[src/rtl/st_align_buf.sv]
// Store alignment buffer: lane-replicates SW/SH/SB data, builds big-endian byte
// enables, queues aligned writes and drains them to data memory via req/ack.
module st_align_buf #(
   parameter int DEPTH = 2
) (
   input  logic        clk,
   input  logic        rst,
   input  logic        st_valid,
   input  logic [1:0]  st_op,
   input  logic [31:0] st_addr,
   input  logic [31:0] st_data,
   output logic        st_ready,
   output logic        st_misalign,
   input  logic        ld_valid,
   input  logic [31:0] ld_addr,
   output logic        ld_hazard,
   output logic        mem_req,
   output logic [31:0] mem_addr,
   output logic [31:0] mem_wdata,
   output logic [3:0]  mem_be,
   input  logic        mem_ack,
   output logic        empty
);

   localparam int PW = (DEPTH > 1) ? $clog2(DEPTH) : 1;
   localparam int CW = $clog2(DEPTH) + 1;

   logic [29:0]   addr_q [DEPTH];
   logic [31:0]   data_q [DEPTH];
   logic [3:0]    be_q   [DEPTH];
   logic [PW-1:0] wr_ptr;
   logic [PW-1:0] rd_ptr;
   logic [CW-1:0] count;

   logic        accept_ok;
   logic [31:0] lane_data;
   logic [3:0]  lane_be;
   logic        full;
   logic        push;
   logic        pop;

   always_comb begin
      accept_ok = 1'b0;
      lane_data = st_data;
      lane_be   = 4'b0000;
      case (st_op)
         2'b00: begin
            accept_ok = (st_addr[1:0] == 2'b00);
            lane_data = st_data;
            lane_be   = 4'b1111;
         end
         2'b01: begin
            accept_ok = ~st_addr[0];
            lane_data = {2{st_data[15:0]}};
            lane_be   = st_addr[1] ? 4'b0011 : 4'b1100;
         end
         2'b10: begin
            accept_ok = 1'b1;
            lane_data = {4{st_data[7:0]}};
            lane_be   = 4'b1000 >> st_addr[1:0];
         end
         default: accept_ok = 1'b0;
      endcase
   end

   assign full      = (count == CW'(DEPTH));
   assign empty     = (count == '0);
   assign st_ready  = ~full;
   assign mem_req   = ~empty;
   // Full means no push even when the head is being acked this cycle.
   assign push      = st_valid & st_ready & accept_ok;
   assign pop       = mem_req & mem_ack;

   assign mem_addr  = {addr_q[rd_ptr], 2'b00};
   assign mem_wdata = data_q[rd_ptr];
   assign mem_be    = be_q[rd_ptr];

   // An entry is live when its distance from the head is below count.
   always_comb begin
      ld_hazard = 1'b0;
      for (int i = 0; i < DEPTH; i++) begin
         if ({1'b0, PW'(i) - rd_ptr} < CW'(count) &&
             addr_q[i] == ld_addr[31:2])
            ld_hazard = ld_valid;
      end
   end

   logic unused_ld_lsb;
   assign unused_ld_lsb = ^ld_addr[1:0];

   always_ff @(posedge clk) begin
      if (rst) begin
         wr_ptr      <= '0;
         rd_ptr      <= '0;
         count       <= '0;
         st_misalign <= 1'b0;
         for (int i = 0; i < DEPTH; i++) begin
            addr_q[i] <= '0;
            data_q[i] <= '0;
            be_q[i]   <= '0;
         end
      end else begin
         st_misalign <= st_valid & ~accept_ok;
         if (push) begin
            addr_q[wr_ptr] <= st_addr[31:2];
            data_q[wr_ptr] <= lane_data;
            be_q[wr_ptr]   <= lane_be;
            wr_ptr         <= wr_ptr + 1'b1;
         end
         if (pop)
            rd_ptr <= rd_ptr + 1'b1;
         case ({push, pop})
            2'b10:   count <= count + 1'b1;
            2'b01:   count <= count - 1'b1;
            default: count <= count;
         endcase
      end
   end

endmodule

[config.mk]
export PLATFORM = sky130hd
export DESIGN_NAME = st_align_buf
export DESIGN_NICKNAME = d
export VERILOG_FILES = /design/src/rtl/st_align_buf.sv
export SDC_FILE = /design/constraint.sdc
export NUM_CORES = 1
export LEC_CHECK = 0
export ABC_AREA = 1
export ABC_CLOCK_PERIOD_IN_PS = 4800
export BUFFER_PORTS_ARGS = -buffer_cell sky130_fd_sc_hd__clkbuf_2
export CORE_MARGIN = 2
export CORE_UTILIZATION = 40
export CTS_BUF_LIST = sky130_fd_sc_hd__clkbuf_8
export CTS_CLUSTER_SIZE = 30
export DETAILED_ROUTE_END_ITERATION = 12
export PLACE_DENSITY_LB_ADDON = 0.05
export SETUP_SLACK_MARGIN = 0.05
export SYNTH_ARGS = -nofsm -noshare
export SYNTH_HDL_FRONTEND = slang
export SYNTH_SLANG_ARGS = --single-unit
export TNS_END_PERCENT = 1
[constraint.sdc]
create_clock -name clk -period 4.8 [get_ports clk]
set_input_delay 0.72 -clock clk [delete_from_list [all_inputs] [get_ports clk]]
set_output_delay 0.72 -clock clk [all_outputs]
set_load 0.1 [all_outputs]
* Yosys cells after proc, flatten, opt, wreduce, memory -nomap -nowiden
Memories as Yosys holds them, arrays and structs flattened. A register that Yosys moved wholly into a read port is not among the register bits.
Index checks and enable logic that the tools add are counted.
Widths: inputs -> output; s select.
** Storage, ports and cells
- Latch bits :: 0
- Memories kept :: 3
- Input port bits :: 103
- Memory bits (read-only) :: 0
- Logic and storage cells :: 67
- Bits in registers :: 5
- Memory bits (writable) :: 132
- Output and inout port bits :: 73
** Memory list
- data_q :: words 2, bits a word 32, read ports 1, clocked after memory_dff 1, write ports 2, line 29 : logic [31:0] data_q [DEPTH];
- addr_q :: words 2, bits a word 30, read ports 3, clocked after memory_dff 1, write ports 2, line 28 : logic [29:0] addr_q [DEPTH];
- be_q :: words 2, bits a word 4, read ports 1, clocked after memory_dff 1, write ports 2, line 30 : logic [3:0] be_q [DEPTH];
** Cells by class
- Multiplexer cells :: 27
- Reductions and logical operators :: 9
- Shift operators :: 1
- Equal/unequal tests :: 7
- Add/sub/neg operators :: 6
- Divide/modulo/power cells :: 0
- Bitwise logic cells :: 8
- Magnitude comparators :: 2
- Multipliers :: 0
** Operator list (count)
- $pmux 32 s2 :: 1
- $eq 30x30->1 :: 2
- $mux 32 :: 1
- $reduce_or 32->1 :: 1
- $mux 30 :: 1
- $reduce_or 30->1 :: 1
- $mux 1 :: 19
- $pmux 4 s3 :: 1
- $mux 4 :: 2
- $eq 2x2->1 const B :: 3
- $logic_not 2->1 :: 3
- $and 1x1->1 :: 4
- $eq 2x1->1 const B :: 2
- $lt 1x2->1 :: 2
- $not 1->1 :: 4
- $pmux 2 s2 :: 1
- $reduce_or 4->1 :: 1
- $shr 4x2->4 const A :: 1
- $pmux 1 s3 :: 1
- $add 1x1->1 const B :: 2
- $add 2x1->2 const B :: 1
- $logic_and 1x1->1 :: 2
- $reduce_bool 2->1 :: 1
- $sub 1x1->1 const A :: 2
- $sub 2x1->2 const B :: 1

* Logic depth before layout (Yosys ltp)
Gate-level depths: netlist of the first run.
- Word-level depth :: 9
- Gate-level depth with buffers :: 11
- Gate-level depth less buffers :: 10

* Worst setup path after synthesis of the first run
No wires, ideal clock.
- Kind :: register to register
- From :: reg count[1]
- To :: reg count[1]
- Buffers on the path :: 0
- Cell stages (with the launch flop) :: 10
- Required time :: 4.678 ns
- Period minus slack after synthesis :: 3.751 ns
- Data arrival time :: 3.628 ns
- Setup time :: 0.122 ns
- Slack :: 1.049 ns
- Cells stage by stage :: dfxtp_1 nor2_1 inv_1 nand2_1 inv_1 ha_1 a21oi_1 o21ai_0 o21ai_0 a21oi_1
** On the way
- Elaborated cells between the ends (all ways) :: 13
- Those cells by class :: add/sub (2); eq/ne (3); mux (1); bitwise (5); reduce/logical (2)
** RTL lines
- start: declaration :: line 33 : logic [CW-1:0] count;
- start signal: assignment :: line 113 : 2'b10: count <= count + 1'b1;
- start signal: assignment :: line 114 : 2'b01: count <= count - 1'b1;
- start signal: assignment :: line 115 : default: count <= count;
- $logic_not 2->1 (*) :: line 67 : assign empty = (count == '0);
- named net empty :: line 22 : output logic empty
- $not 1->1 (*) :: line 69 : assign mem_req = ~empty;
- named net mem_req :: line 17 : output logic mem_req,
- $and 1x1->1 (*) :: line 72 : assign pop = mem_req & mem_ack;
- named net pop :: line 40 : logic pop;
- $eq 2x1->1 / $eq 2x2->1 (equally long branches) :: line 112 : case ({push, pop})
- $pmux 2 s2 / $reduce_bool 2->1 (equally long branches)
The timed path passes the listed nets; every way through them passes the cells marked *.
A chain may end at the register's enable or synchronous reset.

==> results of run 1 <==
per-layer routing:
layer | vias up | part of all wire
met5 | - | 0.00067
met4 | 2 | 0.017
met3 | 23 | 0.075
met2 | 171 | 0.51
met1 | 2673 | 0.39
li1 | 2795 | -
sequential cells by signal, summed over array words and instances, names as in the netlist, named ones only:
signal and count:
data_q 64, addr_q 60, be_q 8, count 2
rd_ptr 1, st_misalign 1, wr_ptr 1
per-stage QoR:
stage	worst slack [ns]	power, mW
after global routing	1.45	3.72
after CTS	1.60	3.61
after floorplan	1.05	2.34
after detailed placement	1.72	2.56
after global placement	1.77	2.55
final	1.60	3.58
path summary, 6_finish.rpt:
check	startpoint	endpoint	slack, ns	depth (start not counted)
worst max register to register	count[0]$_SDFFE_PP0P_	data_q[1][31]$_SDFFCE_PN0P_	2.76	4
worst min-delay path	rd_ptr$_SDFFE_PP0P_	register	0.51	1
worst max-delay path	register	mem_addr[29]	1.60	3
worst min register to register	rd_ptr$_SDFFE_PP0P_	register	0.51	1
final cells by class:
| cell class | count | area, sq um | share of cell area |
|---|---|---|---|
| clock buffer | 17 | 234 | 0.0265 |
| clock inverter | 14 | 205 | 0.0232 |
| timing repair buffer | 176 | 906 | 0.102 |
| sequential | 138 | 4090 | 0.462 |
| tap | 229 | 287 | 0.0324 |
| multi-input combinational | 470 | 2720 | 0.308 |
| inverter | 107 | 402 | 0.0454 |
power groups by stage:
stage          clock network [mW]  logic (mW)  registers, mW
5_1_grt                      1.14        1.12           1.46
3_5_place_dp                    0        1.08           1.48
3_3_place_gp                    0        1.07           1.48
2_1_floorplan                   0       0.892           1.45
4_1_cts                      1.08        1.08           1.45
6_report                     1.06        1.07           1.45
cell usage in the layout, fill, tap and decap left out, types with 2 or more instances in the layout:
cell / instances
a21oi_1: 42
a21oi_2: 2
a22oi_1: 8
buf_4: 4
bufinv_16: 5
clkbuf_2: 170
clkbuf_8: 17
clkinv_2: 3
clkinv_4: 2
clkinvlp_4: 2
conb_1: 2
dfxtp_1: 5
edfxtp_1: 132
ha_1: 5
inv_1: 104
inv_2: 4
mux2_2: 49
nand2_1: 123
nand2_4: 2
nand3_2: 2
nand4_1: 3
nor2_1: 103
nor3_1: 52
nor3_2: 19
o21ai_0: 20
xnor2_1: 34
xor2_1: 2
logic make-up after synthesis:
logic type / share of synthesized area
xor gates and xnor gates: 0.0428
DFF: 0.554
AOI/OAI and AO/OA: 0.0548
buffers and inverters: 0.0808
adders and majority gates: 0.00849
muxes: 0.0748
other: 0.000509
and+or+nand+nor: 0.184
==> out/results.ini, run 1 <==
[power]
peakVddDrop_v = 0.000238
power_frac_comb = 0.299
power_frac_seq = 0.406
p_leak_nw = 3.86
cellPowerDensity_nw_per_um2 = 405
netSwitchingPower_mw = 1.37
power_frac_clock = 0.296
p_sw_frac = 0.382
internal_power_mw = 2.21

[final_layout]
nFillCells = 1756
drive_gt1_frac = 0.310
finalNetCount = 1018
fin_cells = 1151
areaGrowthSynthToFinish_pct = 19.9
antenna_cells = 0
fin_util = 0.490
fin_area_sq_um = 8840

[clocking]
holdBufCountCts = 0
cts_buffers = 17
cts-root-buf = clkbuf_8
cts_sinks = 138
cts.repair.resized = 0
clock_path_buffers = 2
path_clk_slew_ns = 0.07
ctsHtreeMaxLevel = 4
clk_latency_ns = 0.45
tritoncts = yes
cts_setup_buffers = 0

[route]
via_per_inst = 4.92
dr.pass1.iters = 4
drtIter0Drc = 308
vias = 5664
ant_nets = 0
drt-total-wl_mm = 19.5
post_drt_wl_per_cell_um = 17.0
drc_errors = 0

[synthesis]
synth-edff-count = 132
synthArstFlopShare = 0
synth_area_leader_cell = edfxtp_1
synth.distinct_cells = 25
synthCells = 752
synth-seq-cells = 138
synth_commonest_cells = edfxtp_1, nand2_1, inv_1, nor2_1, nor3_1
syn_area_sq_um = 7370
synth_flop_cell = edfxtp_1
synth.area.top_cells = edfxtp_1, mux2_2, nand2_1
yosysTopAreaCellShare = 0.538
synth.most_common_cell = edfxtp_1
yosysWarnings = 0
synth_seq_area_share = 0.554
syn_avg_cell_area_sq_um = 9.80

[worst_setup_path]
cp.required_ns = 4.08
startpoint_type = register
worst-path-buf-inv = 1
critical_path_class = reg -> out
crit_path_max_incr_delay_ns = 1.07
arrival_ns = 2.48
cp_cell_sequence = nor2_1 > a21oi_1 > clkbuf_2
cp-end-kind = output port
slowest_stage = dfxtp_4
path_delay_family = flip-flops
worstPathMaxFanout = 83

[floorplan]
io_pins = 176
start_util = 0.409
die_h_um = 140
die_w_um = 140
rows = 49
die_area_sq_um = 19500
design.core.area_sq_um = 18000

[global_route]
grt_pass1_vias = 5748
gr-total-overflow = 0
busiest_layer = met2
grt_use_met1 = 0.238
antenna_found_initial = 1
use_met2 = 0.349
grt_usage = 0.202
grt_start_max_net_pins = 84
grt_util_met3 = 0.0657
grt_pass1_wl_mm = 30.2

[sta]
slew_violations = 0
min_period_over_period = 0.666
tightest_slew_ns = 1.11
final-hold-violation-count = 0
holdWs_ns = 0.506
skew_ns = 0.00829
finalSetupViolations = 0
period_needed_ns = 3.20
rsz0062_at_grt = no
fmax_mhz = 313
slew-limit-headroom = 0.261
fin_tns_setup_ns = 0

[place]
dp_hpwl_mm = 12.6
portBuffers = 171
place_inst = 1120
placed_area_sq_um = 8400
gp_congestion = 0.844

[min_path]
hold_class = reg -> reg

[flow_run]
cap_violations = 0

[outcome]
outcome = finished clean

Note: power is estimated with default switching activity, not from simulation.
==> run 2, diff against run 1 <==
--- a/config.mk
+++ b/config.mk
@@ -6,7 +6,7 @@
 export NUM_CORES = 1
 export LEC_CHECK = 0
 export ABC_AREA = 1
-export ABC_CLOCK_PERIOD_IN_PS = 4800
+export ABC_CLOCK_PERIOD_IN_PS = 3150
 export BUFFER_PORTS_ARGS = -buffer_cell sky130_fd_sc_hd__clkbuf_2
 export CORE_MARGIN = 2
 export CORE_UTILIZATION = 40
==> constraint.sdc (replaced) <==
create_clock -name clk -period 3.15 [get_ports clk]
set_input_delay 0.4725 -clock clk [delete_from_list [all_inputs] [get_ports clk]]
set_output_delay 0.4725 -clock clk [all_outputs]
set_load 0.1 [all_outputs]
==> run 2 against run 1 <==
Worst setup slack got worse by 1.2 ns. Sequential power rose by 51%. Sequential cell count did not move. Largest cell class unchanged.
==> out/results.ini, run 2 (synthesis gave the netlist of run 1 again) <==
[route]
post_drt_wl_per_cell_um = 16.5  ; -2.8%
ant_nets = 0  ; unchanged
via_per_inst = 4.86  ; -1.3%
drtIter0Drc = 293  ; -4.9%
drt-total-wl_mm = 19.1  ; -2.2%
vias = 5628  ; -0.64%
drc_errors = 0  ; unchanged
dr.pass1.iters = 5  ; +1

[floorplan]
die_area_sq_um = 19500  ; unchanged
rows = 49  ; unchanged
start_util = 0.409  ; unchanged
design.core.area_sq_um = 18000  ; unchanged
io_pins = 176  ; unchanged
die_h_um = 140  ; unchanged
die_w_um = 140  ; unchanged

[min_path]
hold_depth = 3  ; +2
hold_start = st_valid
hold_class = in -> reg

[worst_setup_path]
cp.required_ns = 2.68  ; -1.40 ns
path_delay_family = simple AND/OR/NAND/NOR gates
timing.rr.start = count[1]$_SDFFE_PP0P_
worst-path-buf-inv = 1  ; unchanged
worstPathMaxFanout = 5  ; -94%
slowest_stage = clkbuf_2
arrival_ns = 2.27  ; -0.21 ns
critical_path_class = reg -> out
worstSetupStartpoint = count[1]$_SDFFE_PP0P_
reg2regPathDepth = 4  ; unchanged
cp-end-kind = output port
worst_path_most_repeated_cell = nor2_1
critical_path_depth = 9  ; +6
cp_cell_sequence = nor2_1 > nor2_1 > nand2_1 > nor2_1 > nand2_1 > nor2_1 > nand2_1 > a21oi_1 > clkbuf_2
crit_path_max_incr_delay_ns = 0.49  ; -0.58 ns
startpoint_type = register

[power]
internal_power_mw = 3.16  ; +43%
peakVddDrop_v = 0.000346  ; +45%
power_frac_comb = 0.317  ; +0.018
netSwitchingPower_mw = 2.11  ; +54%
cellPowerDensity_nw_per_um2 = 592  ; +46%
p_leak_nw = 3.87  ; +0.13%
power_frac_clock = 0.268  ; -0.028
power_frac_seq = 0.415  ; +0.009
p_sw_frac = 0.400  ; +0.0184

[sta]
fin_tns_setup_ns = 0  ; unchanged
holdWs_ns = 0.309  ; -0.196 ns
worst_slack_ns = 0.407  ; -1.20 ns
finalSetupViolations = 0  ; unchanged
slew-limit-headroom = 0.352  ; +0.0914
rsz0062_at_grt = no
period_needed_ns = 2.74
slew_violations = 0  ; unchanged
min_period_over_period = 0.871
skew_ns = 0.0109  ; +0.00265 ns
fmax_mhz = 365
tightest_slew_ns = 0.971  ; -0.137 ns
final-hold-violation-count = 0  ; unchanged

[final_layout]
final_common_cell = clkbuf_2
largest_register_ffs = 64  ; unchanged
final_cell_mix = clkbuf_2, edfxtp_1, nand2_1
top_register = data_q
areaGrowthSynthToFinish_pct = 20.5
finalNetCount = 1024  ; +0.59%
drive_gt1_frac = 0.315  ; +0.00520
reg.largest.list = data_q x64, addr_q x60, be_q x8

[flow_run]
cap_violations = 0  ; unchanged

[place]
portBuffers = 171  ; unchanged
gp_congestion = 0.851  ; +0.83%
dp_hpwl_mm = 13.0  ; +2.9%
dp_worst_setup_slack_ns = 0.551  ; -1.17 ns

[clocking]
holdBufCountCts = 0  ; unchanged
cts-root-buf = clkbuf_8
cts_setup_buffers = 0  ; unchanged
ctsHtreeMaxLevel = 4  ; unchanged
clk_latency_ns = 0.45  ; about the same
tritoncts = yes
cts_sinks = 138  ; unchanged
path_clk_slew_ns = 0.07  ; about the same
cts_buffers = 17  ; unchanged
cts.repair.resized = 0  ; unchanged
clock_path_buffers = 2  ; unchanged

[global_route]
antenna_found_initial = 2  ; +1
grt_pass1_wl_mm = 29.7  ; -1.5%
grt_start_max_net_pins = 68  ; -19%
grt_usage = 0.197  ; -0.00505
gr-total-overflow = 0  ; unchanged
grt_pass1_vias = 5580  ; -2.9%

[outcome]
outcome = finished clean

run 2: metal layers:
layer	vias up	global-route usage	wire [um]
li1	2814	-	-
met1	2621	0.243	7980
met2	175	0.341	9570
met3	16	0.0578	1350
met4	2	0.0474	191
met5	-	0	13
run 2: worst paths after layout:
path                                 endpoint  slack [ns]
setup / recovery                    ld_hazard        0.41
hold / removal         st_misalign$_SDFF_PP0_        0.31
setup reg to reg  addr_q[0][28]$_SDFFCE_PN0P_        1.28
hold reg to reg                      register        0.51
run 2: area by class of cell:
type                    count  area (sq um)
flip-flops and latches    138          4090
clock inverters            15           151
multi-input cells         470          2720
clock buffers              17           234
fillers                  1754          9140
inverters                 107           402
well taps                 229           287
repair buffers            182          1000
diodes                      1          2.50
run 2: power groups by stage:
stage / sequential, mW / combinational (mW) / clock [mW]
after CTS: 2.19 / 1.69 / 1.45
after floorplan: 2.20 / 1.36 / 0
after global placement: 2.22 / 1.67 / 0
after global routing: 2.20 / 1.76 / 1.52
final: 2.19 / 1.67 / 1.41
after detailed placement: 2.23 / 1.68 / 0
run 2: tightest hold or removal path: cells and delay by family:
family | cells | cell delay [ns]
and+or+nand+nor | 1 | 0.07
buffers and inverters | 2 | 0.17
run 2: metrics by stage:
step | utilization | instances | cell area [sq um] | total power [mW]
2_1_floorplan | - | 753 | 7380 | 3.56
3_3_place_gp | 0.471 | 1126 | 8500 | 3.90
3_5_place_dp | 0.471 | 1126 | 8500 | 3.91
4_1_cts | 0.493 | 1158 | 8880 | 5.32
5_1_grt | 0.493 | 1159 | 8890 | 5.47
6_report | 0.493 | 1159 | 8890 | 5.26
